**config.mk**
```make
export PLATFORM = sky130hd
export DESIGN_NAME = pipe_ctrl
export DESIGN_NICKNAME = d
export VERILOG_FILES = /design/src/rtl/pipe_ctrl_pkg.sv /design/src/rtl/pctl_fwd_unit.sv /design/src/rtl/pipe_ctrl.sv
export SDC_FILE = /design/constraint.sdc
export NUM_CORES = 1
export LEC_CHECK = 0
export CAP_MARGIN = 15
export CORE_MARGIN = 2
export CORE_UTILIZATION = 46
export CTS_CLUSTER_SIZE = 10
export DETAILED_ROUTE_END_ITERATION = 8
export PLACE_DENSITY = 0.88
export SETUP_SLACK_MARGIN = 0.2
export SYNTH_ARGS = -nofsm -noshare
export SYNTH_HDL_FRONTEND = slang
export SYNTH_SLANG_ARGS = --single-unit
```
**constraint.sdc**
```tcl
create_clock -name clk -period 4.2 [get_ports clk]
set_input_delay 1.05 -clock clk [delete_from_list [all_inputs] [get_ports clk]]
set_output_delay 1.05 -clock clk [all_outputs]
set_load 0.05 [all_outputs]
```
**src/rtl/pipe_ctrl_pkg.sv**
```systemverilog
// Shared constants and state encoding for the
// pipeline hazard/sequencing controller.
package pipe_ctrl_pkg;

  localparam int PCTL_XLEN  = 64;
  localparam int PCTL_RAW   = 5;
  localparam int PCTL_CNT_W = 32;

  typedef enum logic [1:0] {
    PCTL_RUN   = 2'd0,
    PCTL_MWAIT = 2'd1,
    PCTL_REDIR = 2'd2
  } pctl_state_t;

  // Register match used by every forward/hazard check.
  // x0 never matches since it is hardwired to zero.
  function automatic logic rd_match(
    input logic                cen,
    input logic [PCTL_RAW-1:0] rs,
    input logic                wen,
    input logic [PCTL_RAW-1:0] rd
  );
    return cen & (rs != '0) & wen & (rd == rs);
  endfunction

endpackage

```
**src/rtl/pctl_fwd_unit.sv**
```systemverilog
// Operand match, forward selects and load-use
// detection for the ID stage.
module pctl_fwd_unit
  import pipe_ctrl_pkg::*;
#(
  parameter int RAW = PCTL_RAW
) (
  input  logic           id_valid,
  input  logic [RAW-1:0] id_rs1_addr,
  input  logic [RAW-1:0] id_rs2_addr,
  input  logic           id_rs1_cen,
  input  logic           id_rs2_cen,
  input  logic [RAW-1:0] ex_rd_addr,
  input  logic           ex_rd_wen,
  input  logic           ex_mem_read,
  input  logic [RAW-1:0] ls_rd_addr,
  input  logic           ls_rd_wen,
  output logic           fwd_ex_rs1,
  output logic           fwd_ex_rs2,
  output logic           fwd_ls_rs1,
  output logic           fwd_ls_rs2,
  output logic           lu
);

  logic m1_ex;
  logic m2_ex;
  logic m1_ls;
  logic m2_ls;

  // Match each ID source against EX and LS writers.
  always_comb begin
    m1_ex = rd_match(id_rs1_cen, id_rs1_addr,
                     ex_rd_wen, ex_rd_addr);
    m2_ex = rd_match(id_rs2_cen, id_rs2_addr,
                     ex_rd_wen, ex_rd_addr);
    m1_ls = rd_match(id_rs1_cen, id_rs1_addr,
                     ls_rd_wen, ls_rd_addr);
    m2_ls = rd_match(id_rs2_cen, id_rs2_addr,
                     ls_rd_wen, ls_rd_addr);
  end

  // EX is younger so it wins; a load in EX has
  // no data yet and must stall instead.
  always_comb begin
    fwd_ex_rs1 = m1_ex & ~ex_mem_read;
    fwd_ex_rs2 = m2_ex & ~ex_mem_read;
    fwd_ls_rs1 = m1_ls & ~m1_ex;
    fwd_ls_rs2 = m2_ls & ~m2_ex;
    lu = id_valid & ex_mem_read & (m1_ex | m2_ex);
  end

endmodule

```
**src/rtl/pipe_ctrl.sv**
```systemverilog
// Hazard and sequencing controller: forwarding,
// load-use bubbles, bus freezes and trap redirects.
module pipe_ctrl
  import pipe_ctrl_pkg::*;
#(
  parameter int XLEN  = PCTL_XLEN,
  parameter int RAW   = PCTL_RAW,
  parameter int CNT_W = PCTL_CNT_W
) (
  input  logic             clk,
  input  logic             rst_n,
  input  logic             id_valid,
  input  logic [RAW-1:0]   id_rs1_addr,
  input  logic [RAW-1:0]   id_rs2_addr,
  input  logic             id_rs1_cen,
  input  logic             id_rs2_cen,
  input  logic             id_jump,
  input  logic [RAW-1:0]   ex_rd_addr,
  input  logic             ex_rd_wen,
  input  logic             ex_mem_read,
  input  logic [RAW-1:0]   ls_rd_addr,
  input  logic             ls_rd_wen,
  input  logic             if_busy,
  input  logic             ls_busy,
  input  logic             trap_req,
  input  logic [XLEN-1:0]  trap_pc,
  input  logic             if_redir_rdy,
  output logic             fwd_ex_rs1,
  output logic             fwd_ex_rs2,
  output logic             fwd_ls_rs1,
  output logic             fwd_ls_rs2,
  output logic             pc_stall,
  output logic             if_id_stall,
  output logic             if_id_flush,
  output logic             id_ex_bubble,
  output logic             ex_ls_stall,
  output logic             redir_valid,
  output logic [XLEN-1:0]  redir_pc,
  output logic [CNT_W-1:0] stall_cnt
);

  pctl_state_t     state_q;
  pctl_state_t     state_d;
  logic            pend_q;
  logic            pend_d;
  logic            rv_q;
  logic            rv_d;
  logic [XLEN-1:0] rpc_q;
  logic [XLEN-1:0] rpc_d;
  logic [CNT_W-1:0] cnt_q;

  logic f_ex1;
  logic f_ex2;
  logic f_ls1;
  logic f_ls2;
  logic lu;
  logic busy;

  logic pcs_c;
  logic ifs_c;
  logic flu_c;
  logic bub_c;
  logic exs_c;

  pctl_fwd_unit #(
    .RAW (RAW)
  ) u_fwd (
    .id_valid    (id_valid),
    .id_rs1_addr (id_rs1_addr),
    .id_rs2_addr (id_rs2_addr),
    .id_rs1_cen  (id_rs1_cen),
    .id_rs2_cen  (id_rs2_cen),
    .ex_rd_addr  (ex_rd_addr),
    .ex_rd_wen   (ex_rd_wen),
    .ex_mem_read (ex_mem_read),
    .ls_rd_addr  (ls_rd_addr),
    .ls_rd_wen   (ls_rd_wen),
    .fwd_ex_rs1  (f_ex1),
    .fwd_ex_rs2  (f_ex2),
    .fwd_ls_rs1  (f_ls1),
    .fwd_ls_rs2  (f_ls2),
    .lu          (lu)
  );

  assign busy = if_busy | ls_busy;

  // State, redirect target and pending-trap flag.
  always_ff @(posedge clk or negedge rst_n) begin
    if (!rst_n) begin
      state_q <= PCTL_RUN;
      pend_q  <= 1'b0;
      rv_q    <= 1'b0;
      rpc_q   <= '0;
    end else begin
      state_q <= state_d;
      pend_q  <= pend_d;
      rv_q    <= rv_d;
      rpc_q   <= rpc_d;
    end
  end

  // Next state and stall/flush controls by priority:
  // trap, bus wait, load-use, jump.
  always_comb begin
    state_d = state_q;
    pend_d  = pend_q;
    rv_d    = rv_q;
    rpc_d   = rpc_q;
    pcs_c   = 1'b0;
    ifs_c   = 1'b0;
    flu_c   = 1'b0;
    bub_c   = 1'b0;
    exs_c   = 1'b0;
    unique case (state_q)
      PCTL_RUN: begin
        unique case (1'b1)
          trap_req: begin
            rpc_d   = trap_pc;
            rv_d    = 1'b1;
            state_d = PCTL_REDIR;
            pcs_c   = 1'b1;
            ifs_c   = 1'b1;
          end
          (!trap_req && busy): begin
            state_d = PCTL_MWAIT;
            pcs_c   = 1'b1;
            ifs_c   = 1'b1;
            exs_c   = 1'b1;
          end
          (!trap_req && !busy && lu): begin
            pcs_c = 1'b1;
            ifs_c = 1'b1;
            bub_c = 1'b1;
          end
          (!trap_req && !busy && !lu): begin
            flu_c = id_jump;
          end
        endcase
      end
      PCTL_MWAIT: begin
        if (trap_req) begin
          rpc_d  = trap_pc;
          pend_d = 1'b1;
        end
        unique case (1'b1)
          busy: begin
            pcs_c = 1'b1;
            ifs_c = 1'b1;
            exs_c = 1'b1;
          end
          (!busy && (pend_q || trap_req)): begin
            pend_d  = 1'b0;
            rv_d    = 1'b1;
            state_d = PCTL_REDIR;
            pcs_c   = 1'b1;
            ifs_c   = 1'b1;
          end
          (!busy && !pend_q && !trap_req): begin
            state_d = PCTL_RUN;
            if (lu) begin
              pcs_c = 1'b1;
              ifs_c = 1'b1;
              bub_c = 1'b1;
            end else begin
              flu_c = id_jump;
            end
          end
        endcase
      end
      PCTL_REDIR: begin
        pcs_c = 1'b1;
        flu_c = 1'b1;
        bub_c = 1'b1;
        if (trap_req) begin
          rpc_d = trap_pc;
        end else if (if_redir_rdy) begin
          rv_d    = 1'b0;
          state_d = PCTL_RUN;
        end
      end
      default: begin
        state_d = PCTL_RUN;
        pend_d  = 1'b0;
        rv_d    = 1'b0;
      end
    endcase
  end

  // Count every cycle in which the PC is held.
  always_ff @(posedge clk or negedge rst_n) begin
    if (!rst_n) begin
      cnt_q <= '0;
    end else if (pc_stall) begin
      cnt_q <= cnt_q + CNT_W'(1);
    end
  end

  assign fwd_ex_rs1   = rst_n & f_ex1;
  assign fwd_ex_rs2   = rst_n & f_ex2;
  assign fwd_ls_rs1   = rst_n & f_ls1;
  assign fwd_ls_rs2   = rst_n & f_ls2;
  assign pc_stall     = rst_n & pcs_c;
  assign if_id_stall  = rst_n & ifs_c;
  assign if_id_flush  = rst_n & flu_c;
  assign id_ex_bubble = rst_n & bub_c;
  assign ex_ls_stall  = rst_n & exs_c;
  assign redir_valid  = rv_q;
  assign redir_pc     = rpc_q;
  assign stall_cnt    = cnt_q;

endmodule

```
; ---- Word level (Yosys, flattened, before mapping)
; Index checks and enable logic that the tools add are counted.
[word_totals]
output_inout_bits = 106
regBits = 100
input_bits = 97
word_cells = 100
[classes]
reduce_logical = 23
bitwise = 31
n_addsub = 1
mux = 27
n_eq_ne = 13
[op_table]
columns = operator, n
row1 = "adder 32 x 1 -> 32 bit, second input constant", 1
row2 = AND 1 bit, 25
row3 = == test 5 bit, 4
row4 = two-way mux 1 bit, 14
row5 = one-hot mux 1 bit (3 select lines), 4
row6 = nonzero test 5 bit, 2
row7 = "inequality test 3 bit, second input constant", 3
row8 = "inequality test 2 bit, second input constant", 4
row9 = one-hot mux 1 bit (2 select lines), 4
row10 = one-hot mux 2 bit (2 select lines), 2
row11 = AND reduction 4 bit, 2
row12 = logical AND 1 bit, 7
row13 = one-hot mux 2 bit (3 select lines), 1
row14 = OR reduction 3 bit, 2
row15 = logical NOT 1 bit, 4
row16 = two-way mux 2 bit, 2
row17 = NOT 1 bit, 4
row18 = AND reduction 2 bit, 2
row19 = OR reduction 2 bit, 2
row20 = "== test 2 x 1 -> 1 bit, second input constant", 1
row21 = "== test 2 bit, second input constant", 1
row22 = logical NOT 2 bit, 1
row23 = bitwise OR 1 bit, 2
row24 = logical OR 1 bit, 1

; ---- Longest topological paths before layout
; Gate-level depths: netlist of the first run.
[depth]
depth_word = 11
ltp_mapped = 7
ltp_nobuf = 6

; ---- Cells and area by module
; A second synthesis of the first run with hierarchy kept.
[unflattened]
hier_cells = 350
area_unflattened_um2 = 4418.0
[by_module_without_submodules]
columns = module, cells_per_inst, area_each_um2, instances, seq_area_each_um2
row1 = pipe_ctrl, 308, 4120.2, 1, 2502.4
row2 = pctl_fwd_unit, 42, 297.8, 1, 0.0

; ---- Least setup slack after synthesis of the first run
; OpenSTA, ideal clock, no wires.
[synth_timing]
kind = input to output
startpoint = in id_rs1_addr[1]
endpoint = out fwd_ls_rs1
cell_stages = 4
t_arrival_ns = 3.558
setup_slack_ns = -0.408
required_ns = 3.150
n_path_buf = 0
path_cell_list = or4_1 o21ai_1 nand4b_1 nor4b_1
[synth_via]
elab_chain_cells = 7
elab_cells_between_ends = 11
classes_between = 2 x eq/ne / 8 x bitwise / 1 x reduce/logical
[synth_lines]
columns = item, line
row1 = from (decl), pipe_ctrl.sv:13  ; input logic [RAW-1:0] id_rs1_addr,
row2 = nonzero test 5 bit, pipe_ctrl_pkg.sv:23  ; return cen & (rs != '0) & wen & (rd == rs);
row3 = AND 1 bit (3 in a row), pipe_ctrl_pkg.sv:23
row4 = NOT 1 bit, pctl_fwd_unit.sv:47  ; fwd_ls_rs1 = m1_ls & ~m1_ex;
row5 = AND 1 bit (*), pctl_fwd_unit.sv:47
row6 = AND 1 bit (*), pipe_ctrl.sv:200  ; assign fwd_ls_rs1 = rst_n & f_ls1;
row7 = to (decl), pipe_ctrl.sv:30  ; output logic fwd_ls_rs1,
; Mark *: on every way between the ends. The rest lies on a longest branch, timed or not.

; ---- Final worst setup path of the first run
[layout_timing]
startpoint = in id_rs1_addr[2]
endpoint = out if_id_flush
[layout_via]
elab_chain_cells = 11
elab_cells_between_ends = 14
classes_between = 1 x eq/ne / 4 x mux / 6 x bitwise / 3 x reduce/logical
[layout_lines]
columns = item, line
row1 = nonzero test 5 bit, pipe_ctrl_pkg.sv:23
row2 = AND 1 bit (2 in a row), pipe_ctrl_pkg.sv:23
row3 = AND 1 bit (*), pipe_ctrl_pkg.sv:23
row4 = bitwise OR 1 bit (*), pctl_fwd_unit.sv:49  ; lu = id_valid & ex_mem_read & (m1_ex | m2_ex);
row5 = AND 1 bit (*), pctl_fwd_unit.sv:49
row6 = logical NOT 1 bit, pipe_ctrl.sv:135  ; (!trap_req && !busy && !lu): begin
row7 = logical AND 1 bit, pipe_ctrl.sv:135
row8 = two-way mux 1 bit, pipe_ctrl.sv:116  ; unique case (1'b1)
row9 = one-hot mux 1 bit (3 select lines) (*), pipe_ctrl.sv:114  ; unique case (state_q)
row10 = AND 1 bit (*), pipe_ctrl.sv:204  ; assign if_id_flush = rst_n & flu_c;
row11 = to (decl), pipe_ctrl.sv:34  ; output logic if_id_flush,
; Marks and branches as above.

==> results of run 1 <==
## logic make-up after synthesis
kind of cell	count (synthesis)	synth area share [%]
xor gates and xnor gates	51	9.485
adders and majority gates	1	0.2656
and+or+nand+nor	69	8.422
DFF	100	53.13
muxes	65	15.54
AOI/OAI and AO/OA	52	10.68
buffers and inverters	23	2.471
## cell type report
class                      instances  area share (%)
timing repair buffer             221           30.07
tap                              133           2.261
multi-input combinational        238           29.61
sequential                       100           34.00
clock buffer                      11           2.057
clock inverter                     5           1.751
inverter                           5          0.2550
## per-layer routing
layer / up-vias / track usage [%]
met4: 0 / 10.19
met3: 28 / 5.303
met1: 1847 / 27.56
met5: - / 0
met2: 161 / 42.07
li1: 1721 / -
## registers in the layout (all words and copies together) (netlist names)
signal and flops:
stall_cnt 32, redir_valid 1, state_q 2, redir_pc 64, pend_q 1
## report_power, final
group | internal, µW | total [µW] | leakage (µW) | switching, µW
registers | 1090 | 1200 | 0.00123 | 107
clock network | 491 | 821 | 0.000140 | 330
logic | 452 | 1180 | 0.00164 | 730
total | 2040 | 3200 | 0.00301 | 1170
## synthesized netlist by cell type (2+ instances only)
master     count  share of area (%)
mux2_2        64                 15
inv_1          5               0.40
and4_1         3               0.56
o2111ai_2     13                4.1
buf_2          9               0.96
and2_1         7               0.93
nor3_1         4               0.43
and3_1         9                1.2
xor2_1         8                1.5
nand2_1        8               0.64
o21ai_0        5               0.53
xnor2_1       43                8.0
buf_1          3               0.24
clkbuf_1       3               0.24
nor4_1         2               0.27
buf_6          2               0.48
or4_1          2               0.32
nand4_1        3               0.40
dfrtp_1      100                 53
nor2_1        14                1.1
nor4b_1        2               0.37
o211ai_2      11                2.9
o21ai_1        8               0.85
nand3_1        8               0.85
a21oi_1        9               0.96
## layout by cell type (no fill, tap or decap), drive strengths merged
cell type	instances
nor2	14
nand3	8
or4	2
nand4	3
o2111ai	13
o211ai	11
clkbuf	11
ha	1
a211oi	1
buf	29
clkdlybuf4s15	1
dlymetal6s2s	9
a31oi	1
nand4b	2
o21ai	14
dlygate4sd2	2
nand2b	1
xnor2	43
nor3b	1
nand3b	1
o21a	1
nand2	8
clkdlybuf4s50	180
nor2b	1
a21oi	9
mux2	65
xor2	8
and3	9
nor4b	2
nor4	3
and4	3
a21boi	1
o211a	1
bufinv	4
inv	6
nor3	4
dfrtp	100
and2	7
## stage by stage
step	setup slack, ns	area (µm²)	hold slack (ns)
floorplan	0.2593	4726	0.5341
global placement	0.06195	6954	0.4615
detailed placement	0.009600	6954	0.4768
CTS	0.1945	7286	0.4930
global route	0.1715	7361	0.5068
finish	0.2466	7361	0.4939
## final timing paths
kind                                startpoint             to  slack, ns  cells past startpoint
min in group asynchronous                rst_n   redir_pc[33]       0.53                      1
worst min register to register   stall_cnt[31]  stall_cnt[31]       0.49                      1
max in group asynchronous                rst_n   redir_pc[43]       2.60                      2
worst max-delay path            id_rs1_addr[2]    if_id_flush       0.25                      9
worst min-delay path             stall_cnt[31]  stall_cnt[31]       0.49                      1
worst max register to register      state_q[0]   stall_cnt[9]       2.13                      7
## repair_timing
action                                  in CTS  in global routing
setup buffers                                4                  3
endpoints found under the setup margin       5                  7
pin swaps                                    7                 12
gates resized for setup                      8                 16
## critical path, delay by kind of cell
| family | cells | cell delay [ns] |
|---|---|---|
| AO/OA/AOI/OAI | 3 | 0.43 |
| AND/OR/NAND/NOR | 3 | 0.89 |
| buffers and inverters | 3 | 0.52 |
==> metrics.txt, run 1 <==
outcome completed; Met1 Wirelength 5071 µm; P per Cell Area roughly 440 nW/µm²; synth warn 0; routed wire length 13290 µm; fin crit share around 94%; clock sinks 100; Core ar. 9864 µm²; total negative slack 0 ns; Clock Tree Buf Depth 2; unrepaired setup endpoints after global routing false; Worst-path clk slew 0.09 ns; clock skew ~0.009 ns; Routed Antenna Nets 0; TritonCTS clock tree yes; Die W 105.2 µm; DRT iter0 DRCs 187; Setup Viol. Count Final 0; P&R area growth vs syn 56.30%; die height 105.2 µm; vias in the first global route between 3000 and 4000; WP data required 3.15 ns; max-capacitance violation count 0; Overflow after GRT 0; routed via count 3757; dpl cells 690; largest net degree at the start of global routing slightly below 70; drt pass-1 iters 4; Slowest Stage Delay on Critical Path between 0.5 and 0.6 ns; Seq. cell area 2502 µm²; EDFF count, synth 0; Post-DP HPWL ~9500 µm; sequential element share of the synthesized area a little over half; area of the multi-input gates between 2000 and 2500 µm²; per-cell routed wire length 18.64 µm; #FFs+latches synth 100; CTS Hold Bufs 0; Startpoint Class input pin; Clock Root Buffer clkbuf_8; Util after Layout between 70% and 80%; GPL Wtd Cong 0.8893; highest routed layer met4; Post-Syn Instances 361; DRC violations left 0; max-slew violation count 0; ys flop type dfrtp_1; Power Total 3204 µW; num rows 36; Post-Layout Cell Count 713; I/O Buffers 202; Worst Tran Pin Value 0.8273 ns; Avg Inst Size Synth 13.05 µm²; Max FO, Critical Path 3; CTS Buf Count 9; H-tree depth 3; Highest Clock Rate 252.9 MHz; post-DR vias/cell 5.269; crit path time final 3.953 ns; CP Class in2out; P_leak approximately 0.0030 µW; Antenna Cells 0; slowest CP cell or4_4; Worst Setup End Kind primary output; ys async rst share 100.0%; Syn Nets approximately 460; Hold Path Class reg2reg; Final nets 673; first-pass GRT wire length around 20000 µm; Peak VDD IR around 0.00022 V; Slew headroom approximately 45%; met2 wire length 7125 µm; share of cells above drive strength 1 25.69%; Clk Latency, worst-skew pair 0.36 ns; initial antenna violation count 0; CP arrival approximately 2.9 ns; Starting Density 47.74%; Final Hold Fails 0; I/O pin total 203; CP Cell Sequence clkdlybuf4s15_1 -> or4_4 -> o21ai_2 -> nand4b_1 -> buf_4 -> a21oi_4 -> nand3b_1 -> a21oi_2 -> buf_12; Tot GR Track Use roughly a quarter; WL met3 just under 700 µm; Mapped Area 4710 µm²; synth unique cells 41; fillers 617; Die Area 11060 µm²
(Power assumes the default switching activity.)
==> inputs of run 2 (changes only) <==
- CAP_MARGIN: 15 -> not set
==> results of run 2 <==
No change in the layout: final DEF, timing and power equal those of run 1.
==> inputs of run 3 (changes only) <==
- CELL_PAD_IN_SITES_DETAIL_PLACEMENT: not set -> 1
- CELL_PAD_IN_SITES_GLOBAL_PLACEMENT: not set -> 2
- CORE_UTILIZATION: 46 -> 29
- PLACE_DENSITY: 0.88 -> 0.89
- RECOVER_POWER: not set -> 25
==> run 3 against run 2 <==
  * The run now ends with max-capacitance violations, max-slew violations left
  * First-iteration DRC count down 33%
  * Largest power group unchanged
  * Register-to-register slack lost 0.07 ns
  * Highest routed layer unchanged
  * Wire length up 9.8%
  * Largest cell class unchanged
  * Sequential share of layout area shrank 0.61 points
  * Worst setup slack better by 0.016 ns
  * Worst hold slack worse by 0.0029 ns
==> metrics.txt, run 3 (synthesis gave the netlist of run 1 again) <==
outcome complete, but fails checks; violated checks max-capacitance violations, max-slew violations; Hold Path Depth 1; num rows 46; Starting Density 29.65%; Startpoint Class input pin; Routed Antenna Nets 0; P per Cell Area ~440 nW/µm²; Worst Setup End Kind primary output; most frequent cells in the layout clkdlybuf4s50_1 (178), dfrtp_1 (100), mux2_2 (64); unrepaired setup endpoints after global routing true; post-route cell area about 7500 µm²; min-delay src stall_cnt[13]; Post-Layout Cell Count a little under 800; Highest Clock Rate 254.0 MHz; max-slew violation count 31; dpl cells 775; worst r2r dst stall_cnt[19]; WP data required between 3 and 4 ns; CTS Hold Bufs 0; vias in the first global route 4135; largest net degree at the start of global routing 65; worst flop-to-flop path startpoint state_q[0]; Hold Path Class reg2reg; Overflow after GRT 0; routed via count 3726; die height ~130 µm; Tot GR Track Use 17.34%; clock skew 0.008646 ns; CTS Buf Count 9; Antenna Cells 0; max-capacitance violation count 1; per-cell routed wire length 18.38 µm; fin crit share a little over nine tenths; Worst Hold Path EP stall_cnt[13]; Critical Path Source ls_busy; total negative slack 0 ns; GPL Wtd Cong 0.7496; first-pass GRT wire length approximately 24000 µm; most common cell after layout, fill and taps aside clkdlybuf4s50_1; I/O pin total 203; I/O Buffers 202; Worst-path clk slew ~0.060 ns; max reg flops 64; drt pass-1 iters 4; r2r setup slk 2.06 ns; Die Area 17280 µm²; routed wire length 14590 µm; Post-DP HPWL approximately 11000 µm; share of cells above drive strength 1 25.26%; CP Class in2out; DRT iter0 DRCs 126; H-tree depth 3; Clock Root Buffer clkbuf_16; Die W roughly 130 µm; DRC violations left 0; clock sinks 100; Slew headroom -8.869%; TritonCTS clock tree yes; Clock Tree Buf Depth 2; cells on worst reg2reg path 7; Final Hold Fails 0; post-DR vias/cell around 4.7; crit path time final roughly 3.9 ns; Setup Viol. Count Final 0; Placed Instance Area between 7000 and 8000 µm²; Final nets 672; P&R area growth vs syn 59.14%; Peak VDD IR 0.0002036 V; CP arrival around 2.9 ns; Clk Latency, worst-skew pair roughly 0.35 ns; Worst Tran Pin Value 1.633 ns; Core ar. roughly 16000 µm²; Max FO, Critical Path 4; P_leak 0.002975 µW; initial antenna violation count 0
==> run 3: cell types whose count changed in the layout (fill, tap and decap cells not counted), sizes merged <==
| cell | delta |
|---|---|
| dlygate4sd3 | +1 |
| bufinv | -2 |
| dlymetal6s2s | -5 |
| dlygate4sd2 | +6 |
| buf | -3 |
| clkinv | +1 |
| clkinvlp | +1 |
| clkdlybuf4s50 | -2 |
| clkbuf | +1 |
==> run 3: worst max-delay path, cell delays in order <==
cell and delay (ns):
dlygate4sd3_1 0.59, nor3_1 0.38, nand2_1 0.14, nor2_1 0.21, a21oi_4 0.07, o21ai_4 0.23, inv_2 0.07, buf_12 0.15
==> run 3: how the worst max path moves through the flow <==
stage / cells past startpoint / slack, ns / to
after floorplan: 4 / 0.26 / fwd_ls_rs1
after global placement: 9 / 0.05 / id_ex_bubble
after detailed placement: 9 / -0.08 / id_ex_bubble
after CTS: 9 / 0.20 / pc_stall
after global routing: 8 / 0.14 / pc_stall
final: 8 / 0.26 / pc_stall
==> run 3: area by class of cell <==
cell class	count	area, µm²
clock buffer	10	229.0
inverter	5	18.77
clock inverter	5	85.08
sequential	100	2502
fill	1703	8391
multi-input combinational	238	2197
timing repair buffer	220	2192
tap	216	270.3
==> run 3: power by group <==
group	leakage (µW)	switching (µW)	internal, µW
clock	0.000149	366	522
sequential	0.00123	107	1100
combinational	0.00160	740	455
total	0.00298	1210	2070
==> run 3: metrics by stage <==
step,setup WS (ns),util [%],hold slack [ns],total power (µW)
finish,0.2628,47.18,0.4910,3285
global route,0.1357,47.18,0.5135,3426
CTS,0.2009,46.94,0.4928,3337
detailed placement,-0.07775,44.60,0.4819,2425
global placement,0.04670,44.60,0.4807,2391
floorplan,0.2593,-,0.5341,1914
==> run 3: layer usage <==
| layer | wire length, µm | GRT usage (%) |
|---|---|---|
| met4 | 352 | 7.428 |
| met1 | 5706 | 19.54 |
| met2 | 7726 | 31.44 |
| met5 | 0 | 0 |
| met3 | 806 | 3.781 |
==> run 3: timing repair <==
action / in CTS / in global routing
cloned: 0 / 0
buffers inserted: 3 / 1
pin swaps: 13 / 9
endpoints found under the setup margin: 5 / 4
resized for setup: 19 / 9
